$ cat config.mk
export PLATFORM = sky130hd
export DESIGN_NAME = rom_load_ctrl
export DESIGN_NICKNAME = d
export VERILOG_FILES = /design/src/rtl/rom_load_pkg.sv /design/src/rtl/load_word_fifo.sv /design/src/rtl/rom_load_ctrl.sv
export SDC_FILE = /design/constraint.sdc
export NUM_CORES = 1
export LEC_CHECK = 0
export BUFFER_PORTS_ARGS = -buffer_cell sky130_fd_sc_hd__buf_2
export CORE_UTILIZATION = 48
export CTS_CLUSTER_SIZE = 20
export DETAILED_ROUTE_END_ITERATION = 8
export GPL_TIMING_DRIVEN = 0
export PLACE_DENSITY_LB_ADDON = 0.25
export SYNTH_ARGS = -nofsm -noshare
export SYNTH_HDL_FRONTEND = slang
export SYNTH_SLANG_ARGS = --single-unit
$ cat constraint.sdc
create_clock -name wclk -period 2.9 [get_ports wclk]
set_clock_uncertainty 0.15 [all_clocks]
set_input_delay 0 -clock wclk [delete_from_list [all_inputs] [get_ports wclk]]
set_output_delay 0 -clock wclk [all_outputs]
set_load 0.03 [all_outputs]
$ cat src/rtl/rom_load_pkg.sv
// Shared types and constants for the cartridge image loader.
//   state_e    : loader sequencing states
//   HDR_*_OFS  : offsets of captured fields within the SNES internal header
//   size_mask  : converts a header size code into an address mask
package rom_load_pkg;

  typedef enum logic [2:0] {
    ST_IDLE,
    ST_LOAD,
    ST_FLUSH,
    ST_DRAIN,
    ST_DONE,
    ST_FAIL
  } state_e;

  localparam logic [23:0] HDR_MAP_OFS   = 24'h15;
  localparam logic [23:0] HDR_ROMSZ_OFS = 24'h17;
  localparam logic [23:0] HDR_RAMSZ_OFS = 24'h18;

  // Size code n describes 1 KiB << n; large codes shift out and give all ones.
  function automatic logic [23:0] size_mask(input logic [7:0] sz);
    logic [23:0] base;
    base = 24'h400;
    return (base << sz) - 24'd1;
  endfunction

endpackage

$ cat src/rtl/load_word_fifo.sv
// Synchronous first-word-fall-through FIFO holding {address, data} words.
//   clk_i   : clock
//   rst_i   : synchronous active-high reset
//   clr_i   : synchronous discard of all contents
//   push_i  : write wdata_i (dropped when full unless popping same cycle)
//   wdata_i : word to write
//   pop_i   : remove head word (ignored when empty)
//   rdata_o : current head word
//   full_o  : no free entry
//   empty_o : no stored entry
module load_word_fifo #(
  parameter int unsigned WIDTH = 39,
  parameter int unsigned DEPTH = 4
) (
  input  logic             clk_i,
  input  logic             rst_i,
  input  logic             clr_i,
  input  logic             push_i,
  input  logic [WIDTH-1:0] wdata_i,
  input  logic             pop_i,
  output logic [WIDTH-1:0] rdata_o,
  output logic             full_o,
  output logic             empty_o
);

  localparam int unsigned PW = $clog2(DEPTH);
  localparam logic [PW:0] FULL_CNT = (PW + 1)'(DEPTH);

  logic [WIDTH-1:0] mem_q [DEPTH];
  logic [PW-1:0]    wr_q, rd_q;
  logic [PW:0]      cnt_q;
  logic             do_push, do_pop;

  always_comb begin
    empty_o = (cnt_q == '0);
    full_o  = (cnt_q == FULL_CNT);
    do_pop  = pop_i & ~empty_o;
    // A full FIFO still accepts a word when the head leaves in the same cycle.
    do_push = push_i & (~full_o | do_pop);
    rdata_o = mem_q[rd_q];
  end

  always_ff @(posedge clk_i) begin
    if (rst_i || clr_i) begin
      wr_q  <= '0;
      rd_q  <= '0;
      cnt_q <= '0;
    end else begin
      if (do_push) wr_q <= wr_q + 1'b1;
      if (do_pop)  rd_q <= rd_q + 1'b1;
      case ({do_push, do_pop})
        2'b10:   cnt_q <= cnt_q + 1'b1;
        2'b01:   cnt_q <= cnt_q - 1'b1;
        default: cnt_q <= cnt_q;
      endcase
    end
  end

  always_ff @(posedge clk_i) begin
    if (do_push) mem_q[wr_q] <= wdata_i;
  end

endmodule

$ cat src/rtl/rom_load_ctrl.sv
// Streams a cartridge image byte-by-byte into SDRAM as 16-bit words and
// captures the SNES header fields while the image passes through.
//   wclk, reset        : clock, synchronous active-high reset
//   start              : begin a new load (accepted in IDLE/DONE/FAIL)
//   src_dout/src_valid : image byte and its strobe
//   src_loading        : falling edge marks end of image
//   mem_addr/mem_din   : write address (even) and data, held while mem_req
//   mem_req/mem_ack    : write handshake to the SDRAM arbiter
//   map_ctrl, rom_size : captured header fields; rom_mask/ram_mask derived
//   loading/done/fail  : loader status
module rom_load_ctrl
  import rom_load_pkg::*;
#(
  parameter int unsigned FIFO_DEPTH = 4,
  parameter logic [23:0] HDR_BASE   = 24'h7FC0,
  parameter int unsigned ADDR_W     = 23
) (
  input  logic              wclk,
  input  logic              reset,
  input  logic              start,
  input  logic [7:0]        src_dout,
  input  logic              src_valid,
  input  logic              src_loading,
  output logic [ADDR_W-1:0] mem_addr,
  output logic [15:0]       mem_din,
  output logic              mem_req,
  input  logic              mem_ack,
  output logic [7:0]        map_ctrl,
  output logic [3:0]        rom_size,
  output logic [23:0]       rom_mask,
  output logic [23:0]       ram_mask,
  output logic              loading,
  output logic              done,
  output logic              fail
);

  localparam int unsigned FW = ADDR_W + 16;

  state_e            state_q;
  logic [23:0]       bc_q;
  logic [7:0]        low_q;
  logic              odd_q, ldprev_q;
  logic [7:0]        map_q, ramsz_q;
  logic [3:0]        romsz_q;
  logic              req_q;
  logic [ADDR_W-1:0] addr_q;
  logic [15:0]       din_q;
  logic              loading_q, done_q, fail_q;

  logic              busy, byte_stb, load_end, push, pop, overflow, start_ok, fifo_clr;
  logic              fifo_full, fifo_empty;
  logic [ADDR_W-1:0] push_addr;
  logic [15:0]       push_data;
  logic [FW-1:0]     head_word;

  always_comb begin
    busy     = state_q inside {ST_LOAD, ST_FLUSH, ST_DRAIN};
    byte_stb = (state_q == ST_LOAD) & src_valid;
    load_end = (state_q == ST_LOAD) & ldprev_q & ~src_loading;
    // In both LOAD and FLUSH the word starts one byte before the counter.
    push_addr    = ADDR_W'(bc_q - 24'd1);
    push_addr[0] = 1'b0;
    push_data = (state_q == ST_FLUSH) ? {8'h00, low_q} : {src_dout, low_q};
    push      = odd_q & (byte_stb | (state_q == ST_FLUSH));
    pop       = busy & ~req_q & ~fifo_empty;
    overflow  = push & fifo_full & ~pop;
    start_ok  = start & ~req_q & (state_q inside {ST_IDLE, ST_DONE, ST_FAIL});
    fifo_clr  = start_ok | overflow;
  end

  load_word_fifo #(
    .WIDTH (FW),
    .DEPTH (FIFO_DEPTH)
  ) u_fifo (
    .clk_i   (wclk),
    .rst_i   (reset),
    .clr_i   (fifo_clr),
    .push_i  (push),
    .wdata_i ({push_addr, push_data}),
    .pop_i   (pop),
    .rdata_o (head_word),
    .full_o  (fifo_full),
    .empty_o (fifo_empty)
  );

  always_ff @(posedge wclk) begin
    if (reset) begin
      state_q   <= ST_IDLE;
      bc_q      <= '0;
      low_q     <= '0;
      odd_q     <= 1'b0;
      ldprev_q  <= 1'b0;
      map_q     <= '0;
      romsz_q   <= '0;
      ramsz_q   <= '0;
      req_q     <= 1'b0;
      addr_q    <= '0;
      din_q     <= '0;
      loading_q <= 1'b0;
      done_q    <= 1'b0;
      fail_q    <= 1'b0;
    end else begin
      ldprev_q <= src_loading;

      // Writer: a pop only happens with the bus idle, so it never races an ack.
      if (pop) begin
        req_q  <= 1'b1;
        addr_q <= head_word[FW-1:16];
        din_q  <= head_word[15:0];
      end else if (req_q && mem_ack) begin
        req_q <= 1'b0;
      end

      case (state_q)
        ST_IDLE, ST_DONE, ST_FAIL: begin
          if (start_ok) begin
            state_q   <= ST_LOAD;
            bc_q      <= '0;
            low_q     <= '0;
            odd_q     <= 1'b0;
            map_q     <= '0;
            romsz_q   <= '0;
            ramsz_q   <= '0;
            loading_q <= 1'b1;
            done_q    <= 1'b0;
            fail_q    <= 1'b0;
          end
        end
        ST_LOAD: begin
          if (byte_stb) begin
            if (bc_q != '1) bc_q <= bc_q + 24'd1;
            if (!odd_q) begin
              low_q <= src_dout;
              odd_q <= 1'b1;
            end else begin
              odd_q <= 1'b0;
            end
            if (bc_q == HDR_BASE + HDR_MAP_OFS)   map_q   <= src_dout;
            if (bc_q == HDR_BASE + HDR_ROMSZ_OFS) romsz_q <= src_dout[3:0];
            if (bc_q == HDR_BASE + HDR_RAMSZ_OFS) ramsz_q <= src_dout;
          end
          if (load_end) state_q <= ST_FLUSH;
        end
        ST_FLUSH: begin
          odd_q   <= 1'b0;
          state_q <= ST_DRAIN;
        end
        ST_DRAIN: begin
          if (fifo_empty && !req_q) begin
            state_q   <= ST_DONE;
            loading_q <= 1'b0;
            done_q    <= 1'b1;
          end
        end
        default: state_q <= ST_IDLE;
      endcase

      // Overflow overrides whatever LOAD/FLUSH decided this cycle.
      if (overflow) begin
        state_q   <= ST_FAIL;
        loading_q <= 1'b0;
        fail_q    <= 1'b1;
      end
    end
  end

  assign mem_req  = req_q;
  assign mem_addr = addr_q;
  assign mem_din  = din_q;
  assign map_ctrl = map_q;
  assign rom_size = romsz_q;
  assign rom_mask = size_mask({4'h0, romsz_q});
  assign ram_mask = size_mask(ramsz_q);
  assign loading  = loading_q;
  assign done     = done_q;
  assign fail     = fail_q;

endmodule

## After elaboration in Yosys (flattened, before gate mapping)

Memory sizes are Yosys's and may differ from the RTL's. A register that Yosys moved wholly into a read port is not among the register bits.
Cells that the tools add are included.

| word-level totals | value |
|---|---|
| bits in registers | 91 |
| word-level logic and storage cells | 139 |
| bits of input ports | 14 |
| output and inout port bits | 103 |
| memories kept | 1 |
| memory bits (writable) | 152 |

| cells by class | value |
|---|---|
| muxes and demuxes | 40 |
| shift-type cells | 2 |
| add/sub/neg operators | 8 |
| equal/unequal tests | 24 |
| bitwise gates (word level) | 20 |
| reduce and logical (&&, ||, !) cells | 27 |

Memory list:

| name | depth | bits a word | read ports | clocked after Yosys merged registers in | wr ports | RTL line | source |
|---|---|---|---|---|---|---|---|
| u_fifo.mem_q | 4 | 38 | 1 | 1 | 1 | load_word_fifo.sv:29 | `logic [WIDTH-1:0] mem_q [DEPTH];` |

Operators by type and width:

| kind | number |
|---|---|
| $eq 24x15->1 const B | 3 |
| $mux 24 | 3 |
| $mux 8 | 7 |
| $pmux 24 s2 | 1 |
| $pmux 8 s2 | 3 |
| $sub 24x1->24 const B | 2 |
| $add 24x1->24 const B | 1 |
| $ne 24x24->1 const B | 1 |
| $shl 11x4->24 const A | 1 |
| $shl 11x8->24 const A | 1 |
| $sub 23x1->23 const B | 1 |
| $reduce_and 4->1 | 5 |
| $mux 16 | 1 |
| $and 1x1->1 | 12 |
| $mux 1 | 12 |
| $mux 3 | 4 |
| $mux 4 | 3 |
| $pmux 3 s4 | 1 |
| $reduce_and 3->1 | 4 |
| $reduce_bool 2->1 | 6 |
| $ne 2x1->1 const B | 5 |
| $eq 3x3->1 const B | 3 |
| $reduce_bool 3->1 | 3 |
| $ne 2x2->1 const B | 4 |
| 22 further kinds | 34 |

## Longest topological paths before layout

Gate-level depths: netlist of the first run.

| depth | value |
|---|---|
| depth in word-level cells | 9 |
| gate-level depth with buffers | 13 |
| gate-level depth less buffers | 11 |

## Cells and area by module

A second synthesis of the first run with hierarchy kept.

| unflattened totals | value |
|---|---|
| cell total of the unflattened synthesis | 977 |
| area total of the unflattened synthesis | 11501.0 um^2 |

Modules (own cells, without submodules):

| module | cells an instance | sequential area each (um^2) | area an instance (um^2) | instances |
|---|---|---|---|---|
| load_word_fifo | 273 | 4864.7 | 6197.2 | 1 |
| rom_load_ctrl | 704 | 2001.9 | 5303.8 | 1 |

## Worst setup path after synthesis of the first run

OpenSTA, ideal clock, no wires.

| timing | value |
|---|---|
| path type | flip-flop to output port |
| from | reg ramsz_q[4] |
| to | out ram_mask[22] |
| arrival | 3.179 ns |
| setup slack | -0.429 ns |
| stages on the path, launching flop included | 11 |
| data required time | 2.750 ns |
| buffers on the path | 0 |
| cells stage by stage | dfxtp_1 > nor4_1 > nor2b_1 > inv_1 > nor2_1 > nand2_1 > ha_1 > nor2_1 > and2_1 > a31oi_1 > o21ai_0 |

| between the ends | value |
|---|---|
| cells in the longest elaborated chain, start to end | 2 |

Ends and longest elaborated chain:

| what | RTL line | source |
|---|---|---|
| start, declared | rom_load_ctrl.sv:43 | `logic [7:0] map_q, ramsz_q;` |
| start signal, assigned | rom_load_ctrl.sv:140 | `if (bc_q == HDR_BASE + HDR_RAMSZ_OFS) ramsz_q <= src_dout;` |
| $shl 11x8->24 | rom_load_pkg.sv:24 | `return (base << sz) - 24'd1;` |
| $sub 24x1->24 | rom_load_pkg.sv:24 |  |
| end, declared | rom_load_ctrl.sv:31 | `output logic [23:0] ram_mask,` |

Every way passes these cells.

## Worst setup path in the final report of the first run

| timing | value |
|---|---|
| from | reg ramsz_q[7] |
| to | out ram_mask[14] |

Same word-level chain as after synthesis.

==> summary.md, run 1 <==
| Metric | Value |
|---|---|
| CTS clk-pin slew, worst paths | `~0.060 ns` |
| Synth top area share | `0.405` |
| Final period util | `0.979` |
| Final Hold Viols | `0` |
| Synth top area cells | `edfxtp_1 40%, dfxtp_1 19%, mux4_2 7.6%` |
| Syn Area/Cell | `11.9 sq um` |
| Total Die Area | `approximately 24000 sq um` |
| Max layer used | `met4` |
| Final std cells w/o fill | `approximately 1400` |
| WHS | `around 0.14 ns` |
| Grt ovf | `0` |
| Core Util, Final | `0.593` |
| DRT met1 WL | `~11000 um` |
| Initial antenna violation count | `0` |
| Longest Clk Path Bufs | `3` |
| DPL Wire Length | `17000 um` |
| Remaining antenna violation count | `0` |
| DR iter-0 viols | `roughly 550` |
| CTS root buffer | `clkbuf_16` |
| CP startpoint kind | `flip-flop` |
| Dpl cell area | `~12000 sq um` |
| Met2 wire length | `between 10000 and 15000 um` |
| PwrDens | `between 500 and 600 nW/um^2` |
| # clock sinks | `258` |
| Crit-path max FO | `10` |
| Synth Cell Area | `11300 sq um` |
| I/O pins | `around 120` |
| Ys Warns | `0` |
| Post-synth EDFFs | `152` |
| Crit-path max cell delay | `between 0.3 and 0.4 ns` |
| Async SR Flop Fraction | `0` |
| Initial Util | `0.494` |
| Final Slew Violations | `0` |
| Total wire length | `around 25000 um` |
| Initial DRT Pass Iterations | `5` |
| DIE HEIGHT | `155 um` |
| Slew @ Worst Pin | `roughly 1.1 ns` |
| WL/cell | `approximately 17 um` |
| Main synth FF type | `edfxtp_1` |
| Power Total | `just under 0.008 W` |
| Core area | `~23000 sq um` |
| Sequential fraction of the synthesis area | `0.593` |
| Maxcap violations | `0` |
| Skew-Pair Late Insertion Delay | `0.52 ns` |
| CP Capture Type | `primary output` |
| Port buffer count | `95` |
| Fin area | `approximately 14000 sq um` |
| Synthesized instance count | `947` |
| Critical-path cell list | `nor4_4 > nor2b_4 > inv_2 > nor2_4 > nand3b_1 > ha_4 > buf_4 > nor2_1 > a22o_1 > a22o_1 > buf_2` |
| Top cells by count, synth | `156 x nand2_1, 152 x edfxtp_1, 106 x dfxtp_1, 74 x a21oi_1, 51 x clkbuf_1` |
| Vias in the first global route | `about 7500` |
| Fmax | `352 MHz` |
| CP max-delay cell | `dfxtp_4` |
| Most used cell, CP | `a22o_1` |
| Number of vias per cell | `5.41` |
| Relative slew slack | `0.268` |
| Peak supply drop | `between 0.4 and 0.5 mV` |
| H-tree Lvls | `1` |
| DP Cell Count | `1378` |
| Vias | `7844` |
| Critical path class | `flip-flop to primary output` |
| Antenna cell count | `0` |
| Leakage | `approximately 4.9 nW` |
| Layout Nets | `1143` |
| Routability Congestion | `0.875` |
| WP data required | `2.75 ns` |
| First-pass GRT wire length | `40000 um` |
| CTS Buf Count | `26` |
| Die width | `roughly 160 um` |
| CTS tree | `done` |
| DR DRC count | `0` |
| Post-synthesis register bit count | `approximately 260` |
| Layout cells sized above 1 | `0.232` |
| RSZ-0062 raised after global routing | `true` |
| Count of cell types in the netlist | `62` |
| CP Data Arrival Time | `2.69 ns` |
| Synth-to-Final Area Change | `20.0%` |
| Cell taking the most area after synthesis | `edfxtp_1` |
| # setup viols final | `0` |
| Final min period | `~2.8 ns` |
| Met3 wire len | `1500 um` |
| Worst hold path class | `primary input to flip-flop` |
| Tot GR Track Use | `0.212` |
| Most common cell in the netlist | `nand2_1` |
| # rows | `55` |
| Outcome | `finished, final reports clean` |
| Largest net degree at the start of global routing | `35` |
-- metrics by stage --
step | TNS [ns] | worst slack (ns)
after floorplan | 0 | 0.00205
after global placement | -158.32 | -1.05
after detailed placement | -0.806 | -0.476
after CTS | 0 | 0.0118
after global routing | -0.196 | -0.0829
final | 0 | 0.0596
-- what timing repair did --
action	4_1_cts	5_1_grt
hold endpoints to repair	73	0
buffers inserted	10	3
pin swaps	4	8
resized for setup	16	24
gates cloned	0	0
endpoints found under the setup margin	8	19
hold buffers	17	0
-- cells by family (layout without fill, tap and decap cells) --
group	count (synthesis)	after routing	synth area share
AO/OA/AOI/OAI	129	129	0.0666
XOR/XNOR	27	27	0.0210
adder cells (fa/ha/maj)	12	12	0.0140
buffers and inverters	111	281	0.0476
flip-flops	258	258	0.593
multiplexers	64	64	0.0995
other	2	21	0.000666
AND/OR/NAND/NOR	344	344	0.158
-- placed cells by master, fill, tap and decap left out, types with 21 or more instances in the layout --
cell type,n
nand3_1,21
a21oi_1,73
nand2_1,156
mux2i_1,24
clkbuf_16,27
buf_2,101
mux4_2,38
edfxtp_1,152
clkbuf_1,47
nor2_1,31
buf_4,37
conb_1,21
dfxtp_1,101
-- cell type report --
class,count,area (sq um)
Clock inverter,10,145
Timing Repair Buffer,129,835
Tap cell,313,392
Clock buffer,37,733
Inverter,21,78.8
Multi-Input combinational cell,597,4210
Fill cell,1878,9310
Buffer,84,453
Sequential cell,258,6700
-- path summary, 6_finish.rpt --
check	startpoint	to	slack [ns]	cells after the start
max	ramsz_q[7]$_SDFFE_PP0P_	ram_mask[14]	0.06	11
min	mem_ack	mem_req$_SDFFE_PP0P_	0.14	4
max reg2reg	state_q[1]$_SDFFE_PP0P_	u_fifo.cnt_q[2]$_SDFFE_PP0P_	0.18	11
min reg2reg	mem_addr[3]$_SDFFE_PP0P_	mem_addr[3]$_SDFFE_PP0P_	0.30	2
-- metal layers --
layer  up-vias  GRT usage
li1       3747          -
met1      3800      0.286
met2       259      0.356
met3        38     0.0331
met4         0     0.0584
met5         -          0
-- where the power goes --
group          switching, W  total (W)  internal, W  leakage [nW]
Sequential        0.0000171    0.00393      0.00392          2.26
Clock               0.00132    0.00343      0.00210         0.427
Combinational      0.000265   0.000387     0.000122          2.24
Total               0.00160    0.00775      0.00614          4.92
-- worst max-delay path, delay by kind of cell, from the launching register on --
kind	cells	cell delay, ns
DFF	1	0.35
adders and majority gates	1	0.21
AOI/OAI and AO/OA	2	0.33
and+or+nand+nor	5	0.85
buffers and inverters	3	0.44
-- sequential cells by signal (all words and copies together) (netlist names), 3 cells and up --
| register | cells |
|---|---|
| bc_q | 24 |
| u_fifo.mem_q | 152 |
| ramsz_q | 8 |
| mem_addr | 22 |
| map_ctrl | 8 |
| rom_size | 4 |
| state_q | 3 |
| mem_din | 16 |
| u_fifo.cnt_q | 3 |
| low_q | 8 |
Note: power is estimated with default switching activity, not from simulation.
==> run 2, diff against run 1 <==
--- a/config.mk
+++ b/config.mk
@@ -6,7 +6,7 @@
 export NUM_CORES = 1
 export LEC_CHECK = 0
 export BUFFER_PORTS_ARGS = -buffer_cell sky130_fd_sc_hd__buf_2
-export CORE_UTILIZATION = 48
+export CORE_UTILIZATION = 53
 export CTS_CLUSTER_SIZE = 20
 export DETAILED_ROUTE_END_ITERATION = 8
 export GPL_TIMING_DRIVEN = 0
==> run 2 against run 1 <==
Against the previous run:
- critical path depth rose by 1
- non-clock buffer count fell by 5
- count of clock-buffer cells in the layout fell by 4
- setup slack improved by 0.0032 ns
- global-route usage rose by 1.7 points
- register-to-register slack got worse by 0.03 ns
- core utilization rose by 5.3 points
- largest cell class unchanged
==> summary.md, run 2 (synthesis gave the netlist of run 1 again) <==
| Metric | Value |
|---|---|
| Clk pwr share | `0.468` |
| WP data required | `approximately 2.8 ns` |
| Initial DRT Pass Iterations | `5` |
| CTS tree | `done` |
| Number of vias per cell | `between 5 and 6` |
| Tot GR Track Use | `0.229` |
| Most frequent cells in the layout | `155 x nand2_1, 152 x edfxtp_1, 104 x dfxtp_1` |
| CP Data Arrival Time | `roughly 2.7 ns` |
| # clock sinks | `258` |
| Total Die Area | `21900 sq um` |
| CTS Buf Count | `26` |
| # rows | `between 50 and 60` |
| Die width | `between 100 and 150 um` |
| Critical path class | `flip-flop to primary output` |
| Vias | `about 7900` |
| Sequential Power Share | `0.485` |
| Biggest register | `u_fifo.mem_q` |
| CP startpoint kind | `flip-flop` |
| Initial antenna violation count | `0` |
| CTS clk-pin slew, worst paths | `roughly 0.060 ns` |
| Leakage | `roughly 5 nW` |
| CP max-delay cell | `dfxtp_2` |
| I/O pins | `between 100 and 150` |
| R2R Path End | `u_fifo.cnt_q[1]$_SDFFE_PP0P_` |
| Switching power | `roughly 0.0017 W` |
| Peak supply drop | `0.348 mV` |
| DR DRC count | `0` |
| Longest Clk Path Bufs | `3` |
| Multi-input logic area | `approximately 4200 sq um` |
| CTS root buffer | `clkbuf_16` |
| Hold Path Cell Cnt | `4` |
| DPL Wire Length | `between 15000 and 20000 um` |
| DR iter-0 viols | `roughly 660` |
| Final std cells w/o fill | `1407` |
| Worst hold path class | `primary input to flip-flop` |
| WL/cell | `between 15 and 20 um` |
| Remaining antenna violation count | `0` |
| Layout cells sized above 1 | `0.231` |
| Slew @ Worst Pin | `1.14 ns` |
| DIE HEIGHT | `~150 um` |
| Antenna cell count | `0` |
| Core area | `between 20000 and 25000 sq um` |
| Fin area | `roughly 14000 sq um` |
| Crit-path max FO | `4` |
| DP Cell Count | `1340` |
| First-pass GRT wire length | `39200 um` |
| Routability Congestion | `~0.87` |
| Critical-path cell list | `nor4_4 > nor2b_4 > inv_2 > nor2_4 > nand3b_1 > ha_2 > nor2_2 > and2_4 > a21oi_1 > o22ai_1 > a22o_1 > buf_6` |
| Crit-path max cell delay | `0.34 ns` |
| Most common cell after layout, fill and taps aside | `nand2_1` |
| Synth-to-Final Area Change | `19.9%` |
| Fmax | `between 300 and 400 MHz` |
| RSZ-0062 raised after global routing | `true` |
| Skew-Pair Late Insertion Delay | `0.53 ns` |
| Setup crit start | `ramsz_q[4]$_SDFFE_PP0P_` |
| CP Capture Type | `primary output` |
| Relative slew slack | `0.240` |
| Kind of cell adding the most delay to the critical path | `simple AND/OR/NAND/NOR gates` |
| CP endpoint | `ram_mask[20]` |
| Port buffer count | `95` |
| Dpl cell area | `~12000 sq um` |
| R2R setup slack | `about 0.15 ns` |
| Initial Util | `0.538` |
| R2R depth | `10` |
| Final period util | `0.978` |
| PwrDens | `about 600 nW/um^2` |
| Layout Nets | `approximately 1100` |
| Maxcap violations | `0` |
| Register area | `6690 sq um` |
| R2R Path Start | `state_q[2]$_SDFFE_PP0P_` |
| Outcome | `finished, final reports clean` |
| Largest register FFs | `152` |
| Grt ovf | `0` |
| Buf/Inv on CP | `2` |
| H-tree Lvls | `1` |
| Internal portion of total power | `~0.0065 W` |
| # setup viols final | `0` |
| Vias in the first global route | `roughly 7500` |
| Critical Path Stages | `12` |
| Total wire length | `between 20000 and 25000 um` |
| Comb pwr share | `0.048` |
| Final Slew Violations | `0` |
| Largest net degree at the start of global routing | `35` |
| Filler instances | `about 1600` |
| Sw Ratio | `0.204` |
| Final min period | `2.84 ns` |
| Final Hold Viols | `0` |
run 2: changes by cell type in the layout (fill, tap and decap cells not counted), sizes merged:
cell,previous run,this run
dlygate4sd3,17,14
clkinv,6,4
bufinv,4,8
clkbuf,80,77
inv,21,22
buf,153,150
clkinvlp,0,2
run 2: metrics by stage:
stage / setup TNS (ns) / hold WS (ns) / setup slack (ns) / total power [W] / utilization
2_1_floorplan: 0 / -0.00276 / 0.00205 / 0.00426 / -
3_5_place_dp: -5.26 / 0.119 / -0.518 / 0.00437 / 0.586
6_report: 0 / 0.175 / 0.0629 / 0.00812 / 0.646
3_3_place_gp: -151.91 / 0.115 / -1.02 / 0.00436 / 0.582
5_1_grt: -0.114 / 0.177 / -0.114 / 0.00836 / 0.646
4_1_cts: 0 / 0.111 / 0.00967 / 0.00817 / 0.643
run 2: final cells by class:
cell class,instances,share of cell area
repair buffers,121,0.0565
flip-flops and latches,258,0.494
well taps,275,0.0254
plain buffers,87,0.0348
multi-input cells,597,0.310
clock inverters,15,0.0210
inverters,21,0.00583
clock buffers,33,0.0516
run 2: how the worst min path moves through the flow:
stage / slack [ns] / from / end
final: 0.17 / mem_ack / mem_req$_SDFFE_PP0P_
after global routing: 0.18 / mem_ack / mem_req$_SDFFE_PP0P_
after CTS: 0.11 / mem_ack / mem_req$_SDFFE_PP0P_
after detailed placement: 0.12 / src_loading / ldprev_q$_SDFF_PP0_
after global placement: 0.11 / src_loading / ldprev_q$_SDFF_PP0_
after floorplan: -0.003 / src_loading / ldprev_q$_SDFF_PP0_
run 2: what timing repair did:
item                                    4_1_cts  5_1_grt
pin swaps                                     4        3
hold buffers                                 14        0
endpoints found under the hold margin        77        0
gates resized for setup                      18       16
setup buffers                                 4        4
endpoints found under the setup margin       85       31
run 2: worst reg2reg max path: cells and delay by family, from the launching register on:
| kind | cells | cell delay (ns) |
|---|---|---|
| buffers and inverters | 3 | 0.37 |
| adder cells (fa/ha/maj) | 2 | 0.58 |
| flip-flops | 1 | 0.36 |
| AO/OA/AOI/OAI | 2 | 0.73 |
| AND/OR/NAND/NOR | 3 | 0.49 |
run 2: power groups by stage:
stage	clock, W	sequential, W	combinational (W)
3_5_place_dp	0	0.00401	0.000359
2_1_floorplan	0	0.00401	0.000253
4_1_cts	0.00386	0.00393	0.000378
5_1_grt	0.00400	0.00393	0.000420
3_3_place_gp	0	0.00401	0.000351
6_report	0.00380	0.00393	0.000386
run 2: routing by layer:
layer,vias to the layer above,part of all wire,GRT usage
li1,3735,-,-
met4,0,0.017,0.0686
met5,-,0,0
met1,3798,0.44,0.315
met3,31,0.063,0.0336
met2,293,0.48,0.377
==> run 3, diff against run 2 <==
--- a/config.mk
+++ b/config.mk
@@ -5,6 +5,7 @@
 export SDC_FILE = /design/constraint.sdc
 export NUM_CORES = 1
 export LEC_CHECK = 0
+export ABC_AREA = 1
 export BUFFER_PORTS_ARGS = -buffer_cell sky130_fd_sc_hd__buf_2
 export CORE_UTILIZATION = 53
 export CTS_CLUSTER_SIZE = 20
==> run 3 against run 2 <==
Against the previous run:
- combinational power increased to 6.7 times the previous value
- area after synthesis increased by 2.9%
- sequential power increased by 11%
- global-route usage increased by 1.9 points
- critical path type is now flip-flop to flip-flop
- via count increased by 19%
- critical path depth decreased by 3
- fmax increased by 6.4%
- clock power decreased by 11%
- total power increased by 28%
- die area increased by 2.8%
==> summary.md, run 3 <==
| Metric | Value |
|---|---|
| Most frequent cells in the layout | `300 x nor2_1, 164 x nand2_1, 152 x edfxtp_1` |
| CP Capture Type | `flip-flop` |
| Synth top area share | `0.393` |
| Crit-path max FO | `20` |
| I/O pins | `about 120` |
| Remaining antenna violation count | `0` |
| Final period util | `0.919` |
| Port buffer count | `94` |
| Async SR Flop Fraction | `0` |
| Tot GR Track Use | `0.248` |
| Worst setup margin | `0.235 ns` |
| # setup viols final | `0` |
| Peak supply drop | `0.699 mV` |
| H-tree Lvls | `1` |
| WP data required | `between 2 and 3 ns` |
| Post-synth EDFFs | `roughly 150` |
| Largest register FFs | `~150` |
| Synthesized instance count | `1299` |
| Vias | `9323` |
| CTS Buf Count | `27` |
| Die width | `150 um` |
| Relative slew slack | `0.557` |
| Layout cells sized above 1 | `0.146` |
| Outcome | `finished, final reports clean` |
| Max layer used | `met4` |
| R2R Path Start | `state_q[0]$_SDFFE_PP0P_` |
| Layout Nets | `~1500` |
| Post-synthesis register bit count | `about 260` |
| Most common cell in the netlist | `nor2_1` |
| DRT met1 WL | `roughly 12000 um` |
| Final Hold Viols | `0` |
| CP startpoint kind | `flip-flop` |
| Met2 wire length | `~13000 um` |
| Total Die Area | `~22000 sq um` |
| # clock sinks | `around 260` |
| Power Total | `between 0.01 and 0.015 W` |
| First-pass GRT wire length | `43300 um` |
| WL/cell | `between 15 and 20 um` |
| Initial DRT Pass Iterations | `6` |
| Syn Area/Cell | `between 8 and 9 sq um` |
| Dpl ws | `-0.0627 ns` |
| Most common cell after layout, fill and taps aside | `nor2_1` |
| Final Slew Violations | `0` |
| Top cells by count, synth | `305 x nor2_1, 164 x nand2_1, 152 x edfxtp_1, 131 x o21ai_0, 106 x dfxtp_1` |
| Worst hold path class | `primary input to flip-flop` |
| Ys Warns | `0` |
| # rows | `53` |
| CTS tree | `done` |
| Leakage | `5.47 nW` |
| R2R setup slack | `0.23 ns` |
| R2R depth | `9` |
| Main synth FF type | `edfxtp_1` |
| Core Util, Final | `0.642` |
| R2R Path End | `u_fifo.mem_q[3][25]$_DFFE_PP_` |
| Biggest register | `u_fifo.mem_q` |
| Final min period | `approximately 2.7 ns` |
| Skew-Pair Late Insertion Delay | `around 0.55 ns` |
| CP Data Arrival Time | `2.74 ns` |
| Critical path class | `flip-flop to flip-flop` |
| DPL Wire Length | `19100 um` |
| Synth-to-Final Area Change | `17.5%` |
| PwrDens | `around 760 nW/um^2` |
| DIE HEIGHT | `150 um` |
| Synth top area cells | `edfxtp_1 39%, dfxtp_1 18%, nor2_1 9.9%` |
| Core area | `around 21000 sq um` |
| RSZ-0062 raised after global routing | `false` |
| CP endpoint | `u_fifo.mem_q[3][25]$_DFFE_PP_` |
| Setup TNS | `0 ns` |
| Synth Cell Area | `11600 sq um` |
| Vias in the first global route | `about 8400` |
| Longest Clk Path Bufs | `3` |
| Total wire length | `27700 um` |
| Routability Congestion | `0.916` |
| Maxcap violations | `0` |
| CTS root buffer | `clkbuf_16` |
| WHS | `~0.069 ns` |
| Met3 wire len | `1940 um` |
| Postcts setup bufs | `0` |
| Initial antenna violation count | `0` |
| Cell taking the most area after synthesis | `edfxtp_1` |
| DR DRC count | `0` |
| Sequential fraction of the synthesis area | `0.576` |
| Slew @ Worst Pin | `~0.66 ns` |
| Initial Util | `0.547` |
| Setup crit start | `state_q[0]$_SDFFE_PP0P_` |
| Number of vias per cell | `between 5 and 6` |
| Grt ovf | `0` |
| Count of cell types in the netlist | `41` |
| DR iter-0 viols | `roughly 760` |
| Fmax | `375 MHz` |
| Largest net degree at the start of global routing | `29` |
| Antenna cell count | `0` |
| CTS clk-pin slew, worst paths | `approximately 0.06 ns` |
==> run 3: cell count changes after synthesis, sizes merged, moves of 28 or more <==
cell   change
inv       +79
o21ai    +118
nand3     +40
a31oi     +36
mux4      -38
a21oi     -28
nor2     +279
==> run 3: how the worst min path moves through the flow <==
| stage | from | end | slack (ns) | depth (start not counted) |
|---|---|---|---|---|
| finish | src_loading | ldprev_q$_SDFF_PP0_ | 0.07 | 4 |
| global route | src_loading | ldprev_q$_SDFF_PP0_ | 0.08 | 4 |
| CTS | src_loading | ldprev_q$_SDFF_PP0_ | 0.06 | 4 |
| detailed placement | src_loading | ldprev_q$_SDFF_PP0_ | 0.09 | 3 |
| global placement | src_loading | ldprev_q$_SDFF_PP0_ | 0.08 | 3 |
| floorplan | src_loading | ldprev_q$_SDFF_PP0_ | -0.02 | 2 |
==> run 3: cell type report <==
type	instances	area [sq um]
well taps	275	344
clock inverters	13	133
multi-input cells	876	4200
fillers	1723	7590
plain buffers	81	438
flip-flops and latches	258	6690
clock buffers	37	753
repair buffers	112	691
inverters	102	385
==> run 3: per-stage QoR <==
step                std cells  area [sq um]
CTS                      1754         13600
floorplan                1318         11700
global placement         1687         12500
finish                   1754         13600
detailed placement       1691         12600
global route             1754         13600
==> run 3: cells by family after synthesis <==
family                   after synthesis  share of synthesized area
buffers and inverters                184                     0.0713
multiplexers                           1                   0.000863
other                                  2                   0.000647
AND/OR/NAND/NOR                      586                      0.212
XOR/XNOR                              28                     0.0211
AO/OA/AOI/OAI                        228                      0.104
flip-flops                           258                      0.576
adder cells (fa/ha/maj)               12                     0.0136
==> run 3: critical path, stage by stage, from the launching register on <==
cell and delay [ns]:
dfxtp_1 0.40, inv_2 0.06, nor2_2 0.11, nand2_2 0.14, o21ai_1 0.19, nand2_1 0.07, a21oi_1 0.23, inv_2 0.18
nor2_4 0.54, buf_12 0.27
==> run 3: routing by layer <==
metal,vias up,track usage
met5,-,0
met4,0,0.0692
met3,38,0.0326
met2,354,0.409
met1,4306,0.343
li1,4625,-
==> run 3: power by group <==
part	leakage (nW)	total [W]	switching, W	internal, W
Clock	0.425	0.00340	0.00140	0.00200
Combinational	2.83	0.00258	0.00188	0.000698
Sequential	2.22	0.00438	0.000118	0.00426
Total	5.47	0.0104	0.00340	0.00696
==> run 3: repair_timing <==
item | CTS | global route
setup endpoints to repair | 1 | 47
cloned | 0 | 0
hold buffers | 14 | 0
hold endpoints to repair | 79 | 0
gates resized for setup | 0 | 3
